[src/rtl/rptr_empty_ctrl_sync_pkg.sv]
// Shared pointer helpers for the async FIFO read and write controllers.
// Gray/binary conversion and address-width derivation.
package fifo_ptr_pkg;

  localparam int PTR_MAX = 32;

  function automatic int ptr_aw(input int depth);
    return $clog2(depth);
  endfunction

  // Callers zero-extend into PTR_MAX and cast the result back to their
  // own pointer width; the upper zeros do not disturb either conversion.
  function automatic logic [PTR_MAX-1:0] bin2gray(
    input logic [PTR_MAX-1:0] b
  );
    return b ^ (b >> 1);
  endfunction

  function automatic logic [PTR_MAX-1:0] gray2bin(
    input logic [PTR_MAX-1:0] g
  );
    logic [PTR_MAX-1:0] b;
    b[PTR_MAX-1] = g[PTR_MAX-1];
    for (int i = PTR_MAX-2; i >= 0; i--) begin
      b[i] = b[i+1] ^ g[i];
    end
    return b;
  endfunction

endpackage

[src/rtl/rptr_empty_ctrl_sync_if.sv]
// Read-side bundle between the FIFO pointer controller and its consumer.
// The slave modport is the controller, the master is the consumer side.
interface rptr_empty_ctrl_sync_if
  import fifo_ptr_pkg::*;
#(
  parameter int DEPTH = 1024
);

  localparam int AW = ptr_aw(DEPTH);

  logic          red_enable;
  logic [AW:0]   wptr_gray_async;
  logic [AW:0]   rptr;
  logic [AW:0]   rptr_gray;
  logic [AW-1:0] raddr;
  logic          red_en;
  logic          empty;
  logic          almost_empty;
  logic [AW:0]   rd_level;
  logic          underflow;

  modport slave (
    input  red_enable,
    input  wptr_gray_async,
    output rptr,
    output rptr_gray,
    output raddr,
    output red_en,
    output empty,
    output almost_empty,
    output rd_level,
    output underflow
  );

  modport master (
    output red_enable,
    output wptr_gray_async,
    input  rptr,
    input  rptr_gray,
    input  raddr,
    input  red_en,
    input  empty,
    input  almost_empty,
    input  rd_level,
    input  underflow
  );

endinterface

[src/rtl/rptr_empty_ctrl_sync_gray_sync_chain.sv]
// Multi-flop synchroniser for a Gray-coded pointer crossing clock domains.
// Shared by the read and write pointer controllers.
module gray_sync_chain #(
  parameter int W      = 1,
  parameter int STAGES = 2
) (
  input  logic         clk,
  input  logic         rst,
  input  logic [W-1:0] d,
  output logic [W-1:0] q
);

  logic [W-1:0] stg [STAGES];

  // Shift the pointer through the chain; reset clears every stage.
  always_ff @(posedge clk) begin
    if (rst) begin
      for (int i = 0; i < STAGES; i++) begin
        stg[i] <= '0;
      end
    end else begin
      stg[0] <= d;
      for (int i = 1; i < STAGES; i++) begin
        stg[i] <= stg[i-1];
      end
    end
  end

  assign q = stg[STAGES-1];

endmodule

[src/rtl/rptr_empty_ctrl_sync.sv]
// Read-domain pointer, empty and level controller for the async FIFO.
// Synchronises the write Gray pointer and advances the read pointer.
module rptr_empty_ctrl_sync
  import fifo_ptr_pkg::*;
#(
  parameter int WIDTH       = 32,
  parameter int DEPTH       = 1024,
  parameter int SYNC_STAGES = 2,
  parameter int AE_THRESH   = 4
) (
  input logic clk_r,
  input logic rst_r_gen,
  rptr_empty_ctrl_sync_if.slave bus
);

  localparam int AW = ptr_aw(DEPTH);
  localparam int PW = AW + 1;

  if (WIDTH < 1) begin : g_bad_width
    $error("WIDTH must be at least 1");
  end
  if (DEPTH < 4 || (DEPTH & (DEPTH - 1)) != 0) begin : g_bad_depth
    $error("DEPTH must be a power of two >= 4");
  end
  if (SYNC_STAGES < 2 || SYNC_STAGES > 4) begin : g_bad_sync
    $error("SYNC_STAGES must be 2..4");
  end
  if (AE_THRESH < 0 || AE_THRESH > DEPTH - 1) begin : g_bad_ae
    $error("AE_THRESH must be 0..DEPTH-1");
  end

  logic [AW:0] wgs;
  logic [AW:0] wbin;
  logic [AW:0] rptr_q;
  logic [AW:0] rgray_q;
  logic [AW:0] rptr_next;
  logic [AW:0] rgray_next;
  logic [AW:0] lvl_next;
  logic [AW:0] level_q;
  logic        empty_q;
  logic        ae_q;
  logic        uf_q;
  logic        rd_ok;

  gray_sync_chain #(
    .W      (PW),
    .STAGES (SYNC_STAGES)
  ) u_wsync (
    .clk (clk_r),
    .rst (rst_r_gen),
    .d   (bus.wptr_gray_async),
    .q   (wgs)
  );

  assign wbin = PW'(gray2bin(PTR_MAX'(wgs)));

  // A read is only honoured while the registered empty flag is clear.
  assign rd_ok = bus.red_enable & ~empty_q;

  // Next pointer, its Gray form and the resulting level; the pointer
  // wraps naturally at 2^(AW+1).
  always_comb begin
    rptr_next  = rptr_q + PW'(rd_ok);
    rgray_next = PW'(bin2gray(PTR_MAX'(rptr_next)));
    lvl_next   = wbin - rptr_next;
  end

  // Pointer and flag registers; reset wins over any read in flight.
  always_ff @(posedge clk_r) begin
    if (rst_r_gen) begin
      rptr_q  <= '0;
      rgray_q <= '0;
      level_q <= '0;
      empty_q <= 1'b1;
      ae_q    <= 1'b1;
      uf_q    <= 1'b0;
    end else begin
      rptr_q  <= rptr_next;
      rgray_q <= rgray_next;
      level_q <= lvl_next;
      empty_q <= (rgray_next == wgs);
      ae_q    <= (lvl_next <= PW'(AE_THRESH));
      uf_q    <= uf_q | (bus.red_enable & empty_q);
    end
  end

  assign bus.rptr         = rptr_q;
  assign bus.rptr_gray    = rgray_q;
  assign bus.raddr        = rptr_q[AW-1:0];
  assign bus.red_en       = rd_ok;
  assign bus.empty        = empty_q;
  assign bus.almost_empty = ae_q;
  assign bus.rd_level     = level_q;
  assign bus.underflow    = uf_q;

endmodule

[src/flat_wrapper.sv]
// flat-port wrapper written by rule: the top's interface ports become plain ports
module rptr_empty_ctrl_sync_flat import fifo_ptr_pkg::*;
#(
  parameter int WIDTH       = 32,
  parameter int DEPTH       = 1024,
  parameter int SYNC_STAGES = 2,
  parameter int AE_THRESH   = 4
)
  (clk_r, rst_r_gen, bus_red_enable, bus_wptr_gray_async, bus_rptr, bus_rptr_gray, bus_raddr, bus_red_en, bus_empty, bus_almost_empty, bus_rd_level, bus_underflow);
  rptr_empty_ctrl_sync_if #(.DEPTH(DEPTH)) bus_i ();
  input logic clk_r;
  input logic rst_r_gen;
  input wire logic [$bits(bus_i.red_enable)-1:0] bus_red_enable;
  input wire logic [$bits(bus_i.wptr_gray_async)-1:0] bus_wptr_gray_async;
  output wire logic [$bits(bus_i.rptr)-1:0] bus_rptr;
  output wire logic [$bits(bus_i.rptr_gray)-1:0] bus_rptr_gray;
  output wire logic [$bits(bus_i.raddr)-1:0] bus_raddr;
  output wire logic [$bits(bus_i.red_en)-1:0] bus_red_en;
  output wire logic [$bits(bus_i.empty)-1:0] bus_empty;
  output wire logic [$bits(bus_i.almost_empty)-1:0] bus_almost_empty;
  output wire logic [$bits(bus_i.rd_level)-1:0] bus_rd_level;
  output wire logic [$bits(bus_i.underflow)-1:0] bus_underflow;
  assign bus_i.red_enable = bus_red_enable;
  assign bus_i.wptr_gray_async = bus_wptr_gray_async;
  assign bus_rptr = bus_i.rptr;
  assign bus_rptr_gray = bus_i.rptr_gray;
  assign bus_raddr = bus_i.raddr;
  assign bus_red_en = bus_i.red_en;
  assign bus_empty = bus_i.empty;
  assign bus_almost_empty = bus_i.almost_empty;
  assign bus_rd_level = bus_i.rd_level;
  assign bus_underflow = bus_i.underflow;
  rptr_empty_ctrl_sync #(.WIDTH(WIDTH), .DEPTH(DEPTH), .SYNC_STAGES(SYNC_STAGES), .AE_THRESH(AE_THRESH)) u_core (.clk_r(clk_r), .rst_r_gen(rst_r_gen), .bus(bus_i));
endmodule
[config.mk]
export PLATFORM = sky130hd
export DESIGN_NAME = rptr_empty_ctrl_sync_flat
export DESIGN_NICKNAME = d
export VERILOG_FILES = /design/src/rtl/rptr_empty_ctrl_sync_pkg.sv /design/src/rtl/rptr_empty_ctrl_sync_if.sv /design/src/rtl/rptr_empty_ctrl_sync_gray_sync_chain.sv /design/src/rtl/rptr_empty_ctrl_sync.sv /design/src/flat_wrapper.sv
export SDC_FILE = /design/constraint.sdc
export NUM_CORES = 1
export LEC_CHECK = 0
export ABC_AREA = 1
export BUFFER_PORTS_ARGS = -buffer_cell sky130_fd_sc_hd__buf_2
export CAP_MARGIN = 20
export CORE_MARGIN = 5
export CORE_UTILIZATION = 35
export DETAILED_ROUTE_END_ITERATION = 12
export GPL_TIMING_DRIVEN = 0
export PLACE_DENSITY = 0.65
export SYNTH_ARGS = -nofsm -noshare
export SYNTH_HDL_FRONTEND = slang
export SYNTH_SLANG_ARGS = --single-unit
[constraint.sdc]
create_clock -name clk_r -period 7.07 [get_ports clk_r]
set_input_delay 0.707 -clock clk_r [delete_from_list [all_inputs] [get_ports clk_r]]
set_output_delay 0.707 -clock clk_r [all_outputs]
set_load 0.01 [all_outputs]
==> flow_summary_export.csv <==
group,metric,value,unit
sta,fin_tns_setup,0,ps
clock_network,postCtsHoldBufs,0,
min_path,holdCritPathClass,"reg2reg",
power,leakage,0.00181,uW
routing,drtPass1Iterations,4,
grt,grt_max_degree,11,
min_path,whs_path_depth,2,
clock_network,clkSlewWorstSetupHoldPaths,60,ps
yosys,synth_edf_count,0,
yosys,synth_area,2780,sq um
routing,wirelength,5690,um
routing,wl_per_cell,10.6,um
floorplanning,rows,32,
placement,place_congestion,0.821,
critical_path,required,7320,ps
yosys,synth_top_cell_by_area,"dfxtp_1",
power,comb_power_share,20.4,%
power,p_int,620,uW
clock_network,cts-root-buf,"clkbuf_8",
yosys,avgSynthCellArea,7.69,sq um
placement,dp_slack,3540,ps
sta,setup_viol,0,
layout,drive_above_1_share,23.2,%
critical_path,worstPathArrival,3800,ps
floorplanning,die_w,99.2,um
layout,syn_to_final_growth,22.7,%
sta,rsz0062_at_grt,"no",
clock_network,clkSinkCount,57,
min_path,min_to,"u_core.u_wsync.stg[0][14]",
critical_path,reg2reg_slack,3520,ps
sta,final_hold_viol_count,0,
clock_network,cts_tree,"built",
clock_network,cts_buffers,9,
yosys,synth-seq-area-share,41.0,%
placement,numPortBuffers,59,
critical_path,start_kind,"flop",
critical_path,cpPeakStageDelay,440,ps
min_path,worstHoldStart,"u_core.u_wsync.stg[0][3]",
sta,finClkSkew,6.69,ps
grt,antenna_found_initial,0,
power,ir_worst_vdd,0.122,mV
clock_network,ctsHtreeMaxLevel,3,
clock_network,clockBufferDepth,2,
yosys,ys_ff_latch,57,
grt,grt_usage,12.0,%
grt,grt_pass1_wl,9460,um
critical_path,path_common_cell,"nand2_1",
power,switchingPower,231,uW
routing,drtIter0Drc,31,
sta,slew_headroom,67.9,%
critical_path,end_kind,"flop",
sta,tightest_slew,478,ps
yosys,synth_flop_cell,"dfxtp_1",
yosys,yosysWarnings,0,
layout,antennaDiodeCount,0,
grt,grt_pass1_vias,2160,
yosys,ys_types,32,
floorplanning,core-area,7730,sq um
sta,period_needed,3550,ps
floorplanning,dieArea,9840,sq um
routing,vias,2273,
placement,post_dp_cell_area,3210,sq um
clock_network,post-cts-setup-buffers,0,
yosys,synth.top_cells.by_area,"dfxtp_1 41%, nor2_1 8.6%, inv_1 8.2%",
floorplanning,start_util,36.0,%
clock_network,worst_skew_pair.late_latency,330,ps
clock_network,cts.repair.resized,0,
sta,finalCritPeriodShare,50.2,%
sta,max_clock_freq,282,MHz
layout,fin_area,3420,sq um
routing,routed_via_density,4.22,
critical_path,worst_r2r_startpoint,"u_core.u_wsync.stg[0][21]",
routing,drc,0,
yosys,synth_common_cells,"64 x nor2_1, 61 x inv_1, 58 x nand2_1, 57 x dfxtp_1, 25 x nand3_1",
sta,slew_violations,0,
status,status,"complete, no violations",
power,swShare,27.1,%
yosys,syn_nets,389,
power,p_per_area,249,nW/um^2
yosys,synth_most_common_cell,"nor2_1",
sta,fin_ws,3520,ps
yosys,synthCells,362,
layout,final_util,44.2,%
power,totalPowerFinal,850,uW
yosys,netlist.area_leader.share,41.0,%
yosys,async_flop_share,0,%
power,p_clk_share,38.1,%
layout,final_nets,459,
critical_path,crit_type,"reg2reg",
power,seqPwrFrac,41.5,%
routing,ant_nets,0,
critical_path,slowest_stage,"fa_1",
floorplanning,pin_count,61,
critical_path,timing.rr.end,"u_core.bus.almost_empty",
placement,dpl.hpwl,4560,um
critical_path,critPathMaxFanout,4,
floorplanning,dieHeight,99.2,um
run,maxCapViolations,0,
critical_path,ff2ff_path_depth,28,
grt,grt-ovfl-total,0,
worst max-delay path by stage:
stage                              start                      end  cells after the start
2_1_floorplan             bus_red_enable  u_core.bus.almost_empty                     18
3_3_place_gp              bus_red_enable  u_core.bus.almost_empty                     19
3_5_place_dp              bus_red_enable  u_core.bus.almost_empty                     19
4_1_cts        u_core.u_wsync.stg[0][21]  u_core.bus.almost_empty                     28
5_1_grt        u_core.u_wsync.stg[0][21]  u_core.bus.almost_empty                     28
6_report       u_core.u_wsync.stg[0][21]  u_core.bus.almost_empty                     28
critical path, delay by kind of cell, from the launching register on:
family                   cells  cell delay (ps)
AND/OR/NAND/NOR             21             1770
flip-flops                   1              410
AO/OA/AOI/OAI                3              580
buffers and inverters        2              140
adder cells (fa/ha/maj)      2              580
layout by cell type (no fill, tap or decap):
cell	synthesis	layout
nor2_1	64	64
inv_1	61	61
buf_2	0	59
nand2_1	58	58
dfxtp_1	57	57
nand3_1	25	25
xor2_1	15	15
xnor2_1	12	12
ha_1	12	12
a21oi_1	11	11
buf_4	11	11
clkbuf_8	0	10
clkbuf_1	4	6
nand3_2	5	5
o21ai_0	4	4
nor2_2	2	2
or2_2	2	2
buf_1	2	2
xor2_2	2	2
bufinv_16	0	2
nand4_2	1	1
nor2_4	1	1
inv_2	1	1
nor3_4	1	1
o21bai_1	1	1
nand3b_2	1	1
xor2_4	1	1
nand2_2	1	1
nand4_1	1	1
o2111ai_1	1	1
nor3_1	1	1
o21ai_1	1	1
nor3b_1	1	1
nand3b_1	1	1
fa_1	1	1
clkinv_2	0	1
stage by stage:
step	std cells	hold WS, ps
after global routing	538	413
after CTS	538	401
after detailed placement	523	392
after global placement	523	393
final	538	400
after floorplan	362	388
metal layers:
| metal | up-vias | global-route usage, % | wire length [um] |
|---|---|---|---|
| met5 | - | 0 | 0 |
| met4 | 0 | 5.04 | 85 |
| met3 | 7 | 4.49 | 389 |
| met1 | 977 | 15.0 | 2780 |
| li1 | 1227 | - | - |
| met2 | 62 | 18.6 | 2430 |
kinds of logic after synthesis:
kind of cell	share of synthesized area, %
simple gates	26.7
buf+inv	12.1
flops	41.0
xor+xnor	10.7
compound gates	3.46
fa+ha+maj	6.11
layout make-up:
cell class                 count  area [sq um]
timing repair buffer          59           295
sequential                    57          1140
fill                         796          4310
clock inverter                 3          65.1
tap                          102           128
inverter                      62           233
multi-input combinational    226          1310
buffer                        17           105
clock buffer                  12           145
power by group through the flow:
| stage | combinational [uW] | clock, uW | sequential, uW |
|---|---|---|---|
| final | 174 | 324 | 353 |
| after floorplan | 116 | 0 | 368 |
| after global placement | 171 | 0 | 359 |
| after global routing | 199 | 347 | 355 |
| after CTS | 175 | 331 | 353 |
| after detailed placement | 173 | 0 | 360 |
state kept, by name, indices dropped and copies added, names as in the netlist:
name / count
u_core.bus.rd_level: 11
u_core.bus.almost_empty: 1
u_core.u_wsync.stg: 22
u_core.bus.empty: 1
u_core.bus.rptr: 10
u_core.bus.underflow: 1
u_core.bus.rptr_gray: 11
(Power assumes the default switching activity.)
